**config.mk**
```make
export PLATFORM = sky130hd
export DESIGN_NAME = bpsk_demodulator
export DESIGN_NICKNAME = d
export VERILOG_FILES = /design/src/rtl/bpsk_pkg.sv /design/src/rtl/bpsk_sign_correlator.sv /design/src/rtl/bpsk_demodulator.sv
export SDC_FILE = /design/constraint.sdc
export NUM_CORES = 1
export LEC_CHECK = 0
export ABC_AREA = 1
export CAP_MARGIN = 30
export CORE_MARGIN = 5
export CORE_UTILIZATION = 44
export DETAILED_ROUTE_END_ITERATION = 8
export PLACE_DENSITY = 0.64
export SLEW_MARGIN = 15
export SYNTH_ARGS = -nofsm -noshare
export SYNTH_HDL_FRONTEND = slang
export SYNTH_SLANG_ARGS = --single-unit
export TNS_END_PERCENT = 5
```
**constraint.sdc**
```tcl
create_clock -name clk -period 7.6 [get_ports clk]
set_input_delay 1.14 -clock clk [delete_from_list [all_inputs] [get_ports clk]]
set_output_delay 1.14 -clock clk [all_outputs]
set_load 0.01 [all_outputs]
```
**src/rtl/bpsk_pkg.sv**
```systemverilog
// -----------------------------------------------------------------------------
// bpsk_pkg
// Shared definitions for the BPSK modulator / demodulator pair.
//   - SAMPLE_MID / sample_mid(): offset-binary midpoint of the sample format
//   - acc_width(): signed width of the symbol correlator accumulator
//   - BIT_SINE / BIT_NEG_SINE: bit <-> waveform mapping shared with the modulator
//   - state_e: demodulator symbol FSM states
//   - corr_op_e: per-cycle command to the sign correlator
// -----------------------------------------------------------------------------
package bpsk_pkg;

    localparam int SAMPLE_WIDTH_DEFAULT = 12;
    localparam int SAMPLE_MID           = 1 << (SAMPLE_WIDTH_DEFAULT - 1);

    // Bit 0 is sent as the in-phase sine, bit 1 as the inverted sine.
    localparam logic BIT_SINE     = 1'b0;
    localparam logic BIT_NEG_SINE = 1'b1;

    typedef enum logic {
        IDLE = 1'b0,
        RUN  = 1'b1
    } state_e;

    typedef enum logic [1:0] {
        CORR_HOLD  = 2'd0,  // keep accumulator
        CORR_CLEAR = 2'd1,  // force accumulator to zero
        CORR_LOAD  = 2'd2,  // start a new symbol: acc = +/-s
        CORR_ACC   = 2'd3   // acc = acc +/- s
    } corr_op_e;

    function automatic int sample_mid(input int sample_width);
        return 1 << (sample_width - 1);
    endfunction

    // One extra bit over the worst-case magnitude sum keeps the sign bit free,
    // so accumulating a whole symbol can never overflow.
    function automatic int acc_width(input int sample_width, input int sample_number);
        return sample_width + $clog2(sample_number) + 1;
    endfunction

endpackage

```
**src/rtl/bpsk_sign_correlator.sv**
```systemverilog
// -----------------------------------------------------------------------------
// bpsk_sign_correlator
// Centres an offset-binary sample and accumulates it against the sign of the
// reference sine.
// Ports:
//   clk, rst_n   clock / async active-low reset (accumulator -> 0)
//   op_i         command for this cycle (hold / clear / load / accumulate)
//   neg_i        reference sign is negative for this sample
//   sample_i     offset-binary sample
//   final_o      acc + (+/-s): value the accumulator would hold including
//                the current sample (used for the end-of-symbol decision)
// -----------------------------------------------------------------------------
module bpsk_sign_correlator
    import bpsk_pkg::*;
#(
    parameter int SAMPLE_WIDTH  = 12,
    parameter int SAMPLE_NUMBER = 256,
    localparam int ACC_W        = acc_width(SAMPLE_WIDTH, SAMPLE_NUMBER)
) (
    input  logic                    clk,
    input  logic                    rst_n,
    input  corr_op_e                op_i,
    input  logic                    neg_i,
    input  logic [SAMPLE_WIDTH-1:0] sample_i,
    output logic signed [ACC_W-1:0] final_o
);

    localparam logic [SAMPLE_WIDTH:0] MID_W = (SAMPLE_WIDTH + 1)'(sample_mid(SAMPLE_WIDTH));

    logic signed [SAMPLE_WIDTH:0] centred;
    logic signed [SAMPLE_WIDTH:0] term;
    logic signed [ACC_W-1:0]      term_ext;
    logic signed [ACC_W-1:0]      acc_q;
    logic signed [ACC_W-1:0]      acc_d;

    always_comb begin
        // One extra bit holds the full range -2^(W-1) .. 2^(W-1)-1 and its
        // negation (+2^(W-1)) without wrap.
        centred  = signed'({1'b0, sample_i} - MID_W);
        term     = neg_i ? -centred : centred;
        term_ext = {{(ACC_W - SAMPLE_WIDTH - 1){term[SAMPLE_WIDTH]}}, term};
        final_o  = acc_q + term_ext;

        acc_d = acc_q;
        case (op_i)
            CORR_CLEAR: acc_d = '0;
            CORR_LOAD:  acc_d = term_ext;
            CORR_ACC:   acc_d = final_o;
            default:    acc_d = acc_q;
        endcase
    end

    always_ff @(posedge clk or negedge rst_n) begin
        if (!rst_n) begin
            acc_q <= '0;
        end else begin
            acc_q <= acc_d;
        end
    end

endmodule

```
**src/rtl/bpsk_demodulator.sv**
```systemverilog
// -----------------------------------------------------------------------------
// bpsk_demodulator
// Sign-correlating BPSK demodulator: one hard bit per SAMPLE_NUMBER samples,
// correlated against the sign of one sine period.
// Ports:
//   clk, rst_n     clock / async active-low reset
//   en             enable; low returns the FSM to IDLE
//   sync           symbol-start marker (qualified by sample_valid)
//   sample_valid   sample_in is valid this cycle
//   sample_in      offset-binary sample
//   bit_out        decided bit (0 = sine, 1 = inverted sine)
//   bit_valid      one-cycle strobe: bit_out / low_conf updated
//   low_conf       |correlation| below THRESHOLD for the decided symbol
//   signal_cnt     sample index within the current symbol
//   bit_cnt        number of decided bits (wraps)
// -----------------------------------------------------------------------------
module bpsk_demodulator
    import bpsk_pkg::*;
#(
    parameter int SAMPLE_NUMBER = 256,
    parameter int SAMPLE_WIDTH  = 12,
    parameter int THRESHOLD     = 4096,
    localparam int CNT_W        = $clog2(SAMPLE_NUMBER)
) (
    input  logic                    clk,
    input  logic                    rst_n,
    input  logic                    en,
    input  logic                    sync,
    input  logic                    sample_valid,
    input  logic [SAMPLE_WIDTH-1:0] sample_in,
    output logic                    bit_out,
    output logic                    bit_valid,
    output logic                    low_conf,
    output logic [CNT_W-1:0]        signal_cnt,
    output logic [15:0]             bit_cnt
);

    localparam int ACC_W                 = acc_width(SAMPLE_WIDTH, SAMPLE_NUMBER);
    localparam logic [CNT_W-1:0] LAST_IX = CNT_W'(SAMPLE_NUMBER - 1);
    localparam logic [ACC_W-1:0] THR_W   = ACC_W'(THRESHOLD);

    state_e            state_q, state_d;
    logic [CNT_W-1:0]  cnt_q, cnt_d;
    logic [15:0]       bit_cnt_q, bit_cnt_d;
    logic              bit_out_q, bit_out_d;
    logic              low_conf_q, low_conf_d;
    logic              bit_valid_q, bit_valid_d;

    corr_op_e                corr_op;
    logic                    corr_neg;
    logic signed [ACC_W-1:0] corr_final;
    logic        [ACC_W-1:0] final_abs;

    bpsk_sign_correlator #(
        .SAMPLE_WIDTH  (SAMPLE_WIDTH),
        .SAMPLE_NUMBER (SAMPLE_NUMBER)
    ) u_corr (
        .clk      (clk),
        .rst_n    (rst_n),
        .op_i     (corr_op),
        .neg_i    (corr_neg),
        .sample_i (sample_in),
        .final_o  (corr_final)
    );

    // Magnitude cannot overflow: the accumulator has a spare sign bit.
    assign final_abs = corr_final[ACC_W-1] ? ACC_W'(-corr_final) : ACC_W'(corr_final);

    always_comb begin
        state_d     = state_q;
        cnt_d       = cnt_q;
        bit_cnt_d   = bit_cnt_q;
        bit_out_d   = bit_out_q;
        low_conf_d  = low_conf_q;
        bit_valid_d = 1'b0;
        corr_op     = CORR_HOLD;
        // Second half of the sine period has negative reference sign.
        corr_neg    = cnt_q[CNT_W-1];

        case (state_q)
            IDLE: begin
                corr_op = CORR_CLEAR;
                cnt_d   = '0;
                if (en && sample_valid && sync) begin
                    state_d  = RUN;
                    corr_op  = CORR_LOAD;
                    corr_neg = 1'b0;
                    cnt_d    = CNT_W'(1);
                end
            end
            RUN: begin
                if (!en) begin
                    state_d = IDLE;
                    corr_op = CORR_CLEAR;
                    cnt_d   = '0;
                end else if (sample_valid) begin
                    if (sync) begin
                        // Re-sync wins over everything, including the
                        // decision on the last index: partial symbol dropped.
                        corr_op  = CORR_LOAD;
                        corr_neg = 1'b0;
                        cnt_d    = CNT_W'(1);
                    end else if (cnt_q == LAST_IX) begin
                        bit_out_d   = corr_final[ACC_W-1] ? BIT_NEG_SINE : BIT_SINE;
                        low_conf_d  = (final_abs < THR_W);
                        bit_valid_d = 1'b1;
                        bit_cnt_d   = bit_cnt_q + 16'd1;
                        corr_op     = CORR_CLEAR;
                        cnt_d       = '0;
                    end else begin
                        corr_op = CORR_ACC;
                        cnt_d   = cnt_q + 1'b1;
                    end
                end
            end
            default: begin
                state_d = IDLE;
                corr_op = CORR_CLEAR;
                cnt_d   = '0;
            end
        endcase
    end

    always_ff @(posedge clk or negedge rst_n) begin
        if (!rst_n) begin
            state_q     <= IDLE;
            cnt_q       <= '0;
            bit_cnt_q   <= '0;
            bit_out_q   <= 1'b0;
            low_conf_q  <= 1'b0;
            bit_valid_q <= 1'b0;
        end else begin
            state_q     <= state_d;
            cnt_q       <= cnt_d;
            bit_cnt_q   <= bit_cnt_d;
            bit_out_q   <= bit_out_d;
            low_conf_q  <= low_conf_d;
            bit_valid_q <= bit_valid_d;
        end
    end

    assign bit_out    = bit_out_q;
    assign bit_valid  = bit_valid_q;
    assign low_conf   = low_conf_q;
    assign signal_cnt = cnt_q;
    assign bit_cnt    = bit_cnt_q;

endmodule

```
# Word level (Yosys, flattened, before mapping)
# Cells that the tools add are included.
[totals] regBits=49 latch_bits=0 mem_bits_rw=0 rom_bits=0 input_bits=17 out_inout_bits=27 n_memories=0
[classes] addsub=6 multipliers=0 div=0 order_cmp=1 eq_ne=5 n_shift=0 n_mux=29 n_bitwise=2 n_reduce_logical=4
[op_table] operator="$pmux W21 S3" count=1
[op_table] operator="$mux W8" count=4
[op_table] operator="$add A21 B13 Y21" count=1
[op_table] operator="$lt A21 B13 Y1 const B" count=1
[op_table] operator="$mux W21" count=1
[op_table] operator="$neg A21 Y21" count=1
[op_table] operator="$add A16 B1 Y16 const B" count=1
[op_table] operator="$pmux W8 S2" count=1
[op_table] operator="$mux W1" count=13
[op_table] operator="$mux W13" count=1
[op_table] operator="$neg A13 Y13" count=1
[op_table] operator="$sub A12 B12 Y13 const B" count=1
[op_table] operator="$mux W2" count=5
[op_table] operator="$add A8 B1 Y8 const B" count=1
[op_table] operator="$eq A8 B8 Y1 const B" count=1
[op_table] operator="$reduce_and A5 Y1" count=1
[op_table] operator="$eq A2 B2 Y1 const B" count=2
[op_table] operator="$pmux W1 S2" count=2
[op_table] operator="$pmux W2 S2" count=1
[op_table] operator="$ne A3 B3 Y1 const B" count=1
[op_table] operator="$reduce_bool A3 Y1" count=1
[op_table] operator="$eq A2 B1 Y1 const B" count=1
[op_table] operator="$logic_and A1 B1 Y1" count=2
[op_table] operator="$not A1 Y1" count=2

# Logic depth before layout (Yosys ltp)
[logic_depth] word_depth=9 ltp_mapped=29 depth_no_buf=29

# By module
# From an unflattened synthesis, not the netlist that was laid out.
[unflattened] cells_unflattened=683 area_unflattened_um2=4445.5
[modules_own_cells] mod="bpsk_sign_correlator" instances=1 cells_per_inst=445 area_each_um2=2675.1 seq_area_each_um2=525.5
[modules_own_cells] mod="bpsk_demodulator" instances=1 cells_per_inst=238 area_each_um2=1770.4 seq_area_each_um2=700.7

# Worst setup path after synthesis
# OpenSTA, ideal clock, no wires.
[synth_path] path_type="input-to-reg" from="input sample_in[1]" to="register low_conf_q, in the netlist low_conf" setup_ns=0.065 arrival_time_ns=3.912 required_ns=7.535 slack_ns=3.623 path_stages=26 path_cell_list="inv_1 > ha_1 > nand2_1 > nor2_1 > nand3_1 > o31ai_1 > o21ai_0 > xor2_1 > ha_1 > nand2_2 > inv_2 > a21oi_1 > nand3_1 > nand2_1 > nand2_1 > nor2_4 > nand2_2 > nor2_4 > nand2_1 > nand2_1 > nand2_1 > nand2_1 > nand3_1 > nor2_1 > nand2_1 > nand2_1"
[synth_between] elab_chain_cells=7
[synth_lines] item="from (decl)" line="bpsk_demodulator.sv:30" text="input logic [SAMPLE_WIDTH-1:0] sample_in,"
[synth_lines] item="$sub A12 B12 Y13 *" line="bpsk_sign_correlator.sv:39" text="centred = signed'({1'b0, sample_i} - MID_W);"
[synth_lines] item="$neg A13 Y13" line="bpsk_sign_correlator.sv:40" text="term = neg_i ? -centred : centred;"
[synth_lines] item="$mux W13 *" line="bpsk_sign_correlator.sv:40"
[synth_lines] item="$add A21 B13 Y21 *" line="bpsk_sign_correlator.sv:42" text="final_o = acc_q + term_ext;"
[synth_lines] item="$neg A21 Y21" line="bpsk_demodulator.sv:67" text="assign final_abs = corr_final[ACC_W-1] ? ACC_W'(-corr_final) : ACC_W'(corr_final);"
[synth_lines] item="$mux W21 *" line="bpsk_demodulator.sv:67"
[synth_lines] item="$lt A21 B13 Y1 *" line="bpsk_demodulator.sv:105" text="low_conf_d = (final_abs < THR_W);"
[synth_lines] item="to (signal assigned)" line="bpsk_demodulator.sv:137" text="low_conf_q <= low_conf_d;"
[synth_lines] item="to (decl)" line="bpsk_demodulator.sv:46" text="logic low_conf_q, low_conf_d;"
# Mark *: on every way between the ends. The rest lies on a longest branch, timed or not.
# A chain may end at the register's enable or synchronous reset.

# Worst setup path after layout
[layout_path] from="input sample_in[0]" to="register low_conf_q, in the netlist low_conf"
# The elaborated chain is that of the path after synthesis.

==> impl_metrics.csv <==
group,metric,value,unit
route,vias,4408,
timing,maxSlewViolCount,0,
route,post_drt_wl_per_cell,13.7,µm
worst_setup_path,crit_path_start_kind,"input pin",
power_and_ir_drop,power_frac_seq,0.416,
logic_synthesis,async_flop_share,1.00,
timing,whs,0.475,ns
worst_hold_path,hold_path_class,"reg2reg",
global_route,antenna_found_initial,0,
route,initialDrtViolationCount,243,
worst_setup_path,critPathCaptureType,"flip-flop",
cells_and_area,area_delta_synth_final,15.9,%
logic_synthesis,synthTopCellsByArea,"dfrtp_1 (28%), nand2_1 (19%), inv_1 (7.6%)",
timing,rsz0062_at_grt,"false",
power_and_ir_drop,p_sw,227,µW
die,rows,36,
logic_synthesis,yosysWarningCount,0,
job,max_cap_violations,0,
clock_network,htreeDepth,2,
worst_setup_path,arrival,4.91,ns
die,die_w,110,µm
power_and_ir_drop,p_int,427,µW
clock_network,numCtsBuffers,5,
cells_and_area,regArea,1230,µm²
die,die_y,110,µm
global_route,grt-ovfl-total,0,
logic_synthesis,synth_top_area_cell,"dfrtp_1",
power_and_ir_drop,vdd_drop_max,0.0000846,V
timing,finalHoldViolCount,0,
placed_design,port_buffers,43,
timing,tightest_slew,0.651,ns
cells_and_area,multiInputGateArea,2780,µm²
power_and_ir_drop,p_total,654,µW
clock_network,cts_tree,"yes",
placed_design,dp_hpwl,9.22,mm
route,drc_errors,0,
logic_synthesis,synthesis.nets,712,
power_and_ir_drop,pwr_density_cell,128,nW/µm²
die,start_util,0.451,
route,wl,11.7,mm
clock_network,post-cts-setup-buffer-count,0,
clock_network,clock_path_buffers,2,
timing,slew_headroom,0.566,
timing,max_freq,0.215,GHz
global_route,grt_pass1_vias,4344,
logic_synthesis,synth_top_area_share,0.278,
die,design.die.area,12100,µm²
global_route,grt_pass1_wl,19.9,mm
cells_and_area,drive_gt1_frac,0.0823,
clock_network,clk_pin_slew,0.11,ns
timing,fin_tns_setup,0,ns
power_and_ir_drop,switching_share,0.347,
timing,skew,0.0146,ns
worst_setup_path,crit_type,"in2reg",
run_status,status,"completed",
clock_network,clk_latency,0.32,ns
logic_synthesis,syn_area,4410,µm²
worst_setup_path,cp_max_fo,6,
global_route,grt_start_max_net_pins,50,
power_and_ir_drop,clkPwrFrac,0.311,
power_and_ir_drop,comb_power_share,0.274,
cells_and_area,n_antenna_cell,0,
timing,period_needed,4.65,ns
cells_and_area,stdcell_area,5110,µm²
cells_and_area,fin_nets,758,
logic_synthesis,ys_seq_area_frac,0.278,
logic_synthesis,yosys_register_bits,49,
worst_setup_path,crit_required,7.87,ns
logic_synthesis,yosysUniqueCellTypes,39,
route,firstDrtPassIters,5,
clock_network,clock_sink_count,49,
logic_synthesis,synthCells,670,
placed_design,placed_area,4980,µm²
timing,min_period_over_period,0.612,
logic_synthesis,synth-edff-count,0,
clock_network,cts_root_buf,"clkbuf_8",
logic_synthesis,synth_top_flop_cell,"dfrtp_1",
logic_synthesis,syn_avg_cell_area,6.58,µm²
route,antenna_left,0,
cells_and_area,final_util,0.523,
global_route,grt.total_usage,0.207,
power_and_ir_drop,p_leak,2.67,nW
cells_and_area,nFillCells,982,
clock_network,ctsResizeCount,0,
die,num_io_pins,44,
die,core,9770,µm²
placed_design,place_congestion,0.934,
clock_network,cts_hold_buffers,0,
timing,finalSetupViolCount,0,
route,vias_per_cell,5.19,
==> cells in the final DEF (no fill, tap or decap), types with 3 or more instances in the layout <==
cell,n
a21oi_1,26
clkbuf_8,5
clkdlybuf4s50_1,42
dfrtp_1,49
ha_1,24
inv_1,89
inv_2,6
nand2_1,225
nand2_2,13
nand3_1,66
nand3_2,7
nand3b_1,3
nand4_1,15
nor2_1,48
nor2_2,10
nor2_4,4
nor3_1,5
o211ai_1,14
o21ai_0,11
xnor2_1,10
xor2_1,17
==> cell families after synthesis <==
| logic type | share of synthesized area |
|---|---|
| AND/OR/NAND/NOR | 0.416 |
| flip-flops | 0.278 |
| adder cells (fa/ha/maj) | 0.0727 |
| XOR/XNOR | 0.0537 |
| buffers and inverters | 0.0909 |
| AO/OA/AOI/OAI | 0.0886 |
==> power groups by stage <==
stage,Combinational (mW),Clock (mW),Sequential (mW)
after detailed placement,0.176,0,0.277
after global placement,0.175,0,0.277
after floorplan,0.127,0,0.276
after CTS,0.177,0.208,0.272
final,0.179,0.203,0.272
after global routing,0.204,0.219,0.272
==> worst paths after layout <==
kind                                    start          endpoint  slack [ns]  cells after the start
worst max-delay path             sample_in[0]          low_conf        2.95                     27
worst min-delay path              bit_cnt[15]       bit_cnt[15]        0.47                      1
worst max register to register  signal_cnt[7]          low_conf        4.29                     19
worst min register to register    bit_cnt[15]       bit_cnt[15]        0.47                      1
max in group asynchronous               rst_n  u_corr.acc_q[10]        6.24                      2
min in group asynchronous               rst_n     signal_cnt[2]        0.93                      2
==> per-layer routing <==
| metal | part of all wire | wire length (µm) | track usage | up-vias |
|---|---|---|---|---|
| met4 | 0.026 | 307 | 0.0703 | 0 |
| met2 | 0.46 | 5430 | 0.347 | 106 |
| met5 | 0 | 0 | 0 | - |
| met3 | 0.039 | 451 | 0.0262 | 19 |
| li1 | - | - | - | 2251 |
| met1 | 0.47 | 5490 | 0.274 | 2032 |
==> registers in the layout, summed over array words and instances (netlist names) <==
register / flops
low_conf: 1
signal_cnt: 8
bit_out: 1
bit_cnt: 16
state_q: 1
u_corr.acc_q: 21
bit_valid: 1
==> synthesized netlist by cell type (11+ instances only) <==
cell type	n
a21oi_1	26
dfrtp_1	49
ha_1	24
inv_1	89
nand2_1	225
nand2_2	13
nand3_1	66
nand4_1	15
nor2_1	48
o211ai_1	14
o21ai_0	11
xor2_1	17
==> worst max-delay path, cell delays in order <==
cell and delay [ns]:
clkdlybuf4s50_1 0.45, inv_1 0.10, ha_1 0.17, nand2_1 0.05
nor2_1 0.19, nand3_1 0.13, o31ai_1 0.31, o21ai_0 0.18
xor2_1 0.19, ha_1 0.39, nand2_1 0.13, nand2_1 0.07
a21oi_1 0.21, nand3_1 0.18, nand2_1 0.09, nand2_1 0.08
nor2_4 0.13, nand2_2 0.08, nor2_4 0.15, nand2_1 0.08
nand2_1 0.06, nand2_1 0.04, nand2_1 0.05, nand3_1 0.06
nor2_1 0.09, nand2_1 0.05, nand2_1 0.05
==> per-stage QoR <==
step                worst slack [ns]  instances
floorplan                       3.62        670
global placement                2.70        841
detailed placement              2.66        841
CTS                             2.97        849
global route                    2.43        850
finish                          2.95        850
==> layout make-up <==
| cell class | count | share of cell area |
|---|---|---|
| Clock inverter | 3 | 0.00931 |
| Timing Repair Buffer | 46 | 0.0892 |
| Tap cell | 133 | 0.0326 |
| Multi-Input combinational cell | 518 | 0.544 |
| Sequential cell | 49 | 0.240 |
| Clock buffer | 5 | 0.0135 |
| Inverter | 96 | 0.0710 |
Note: power is estimated with default switching activity, not from simulation.
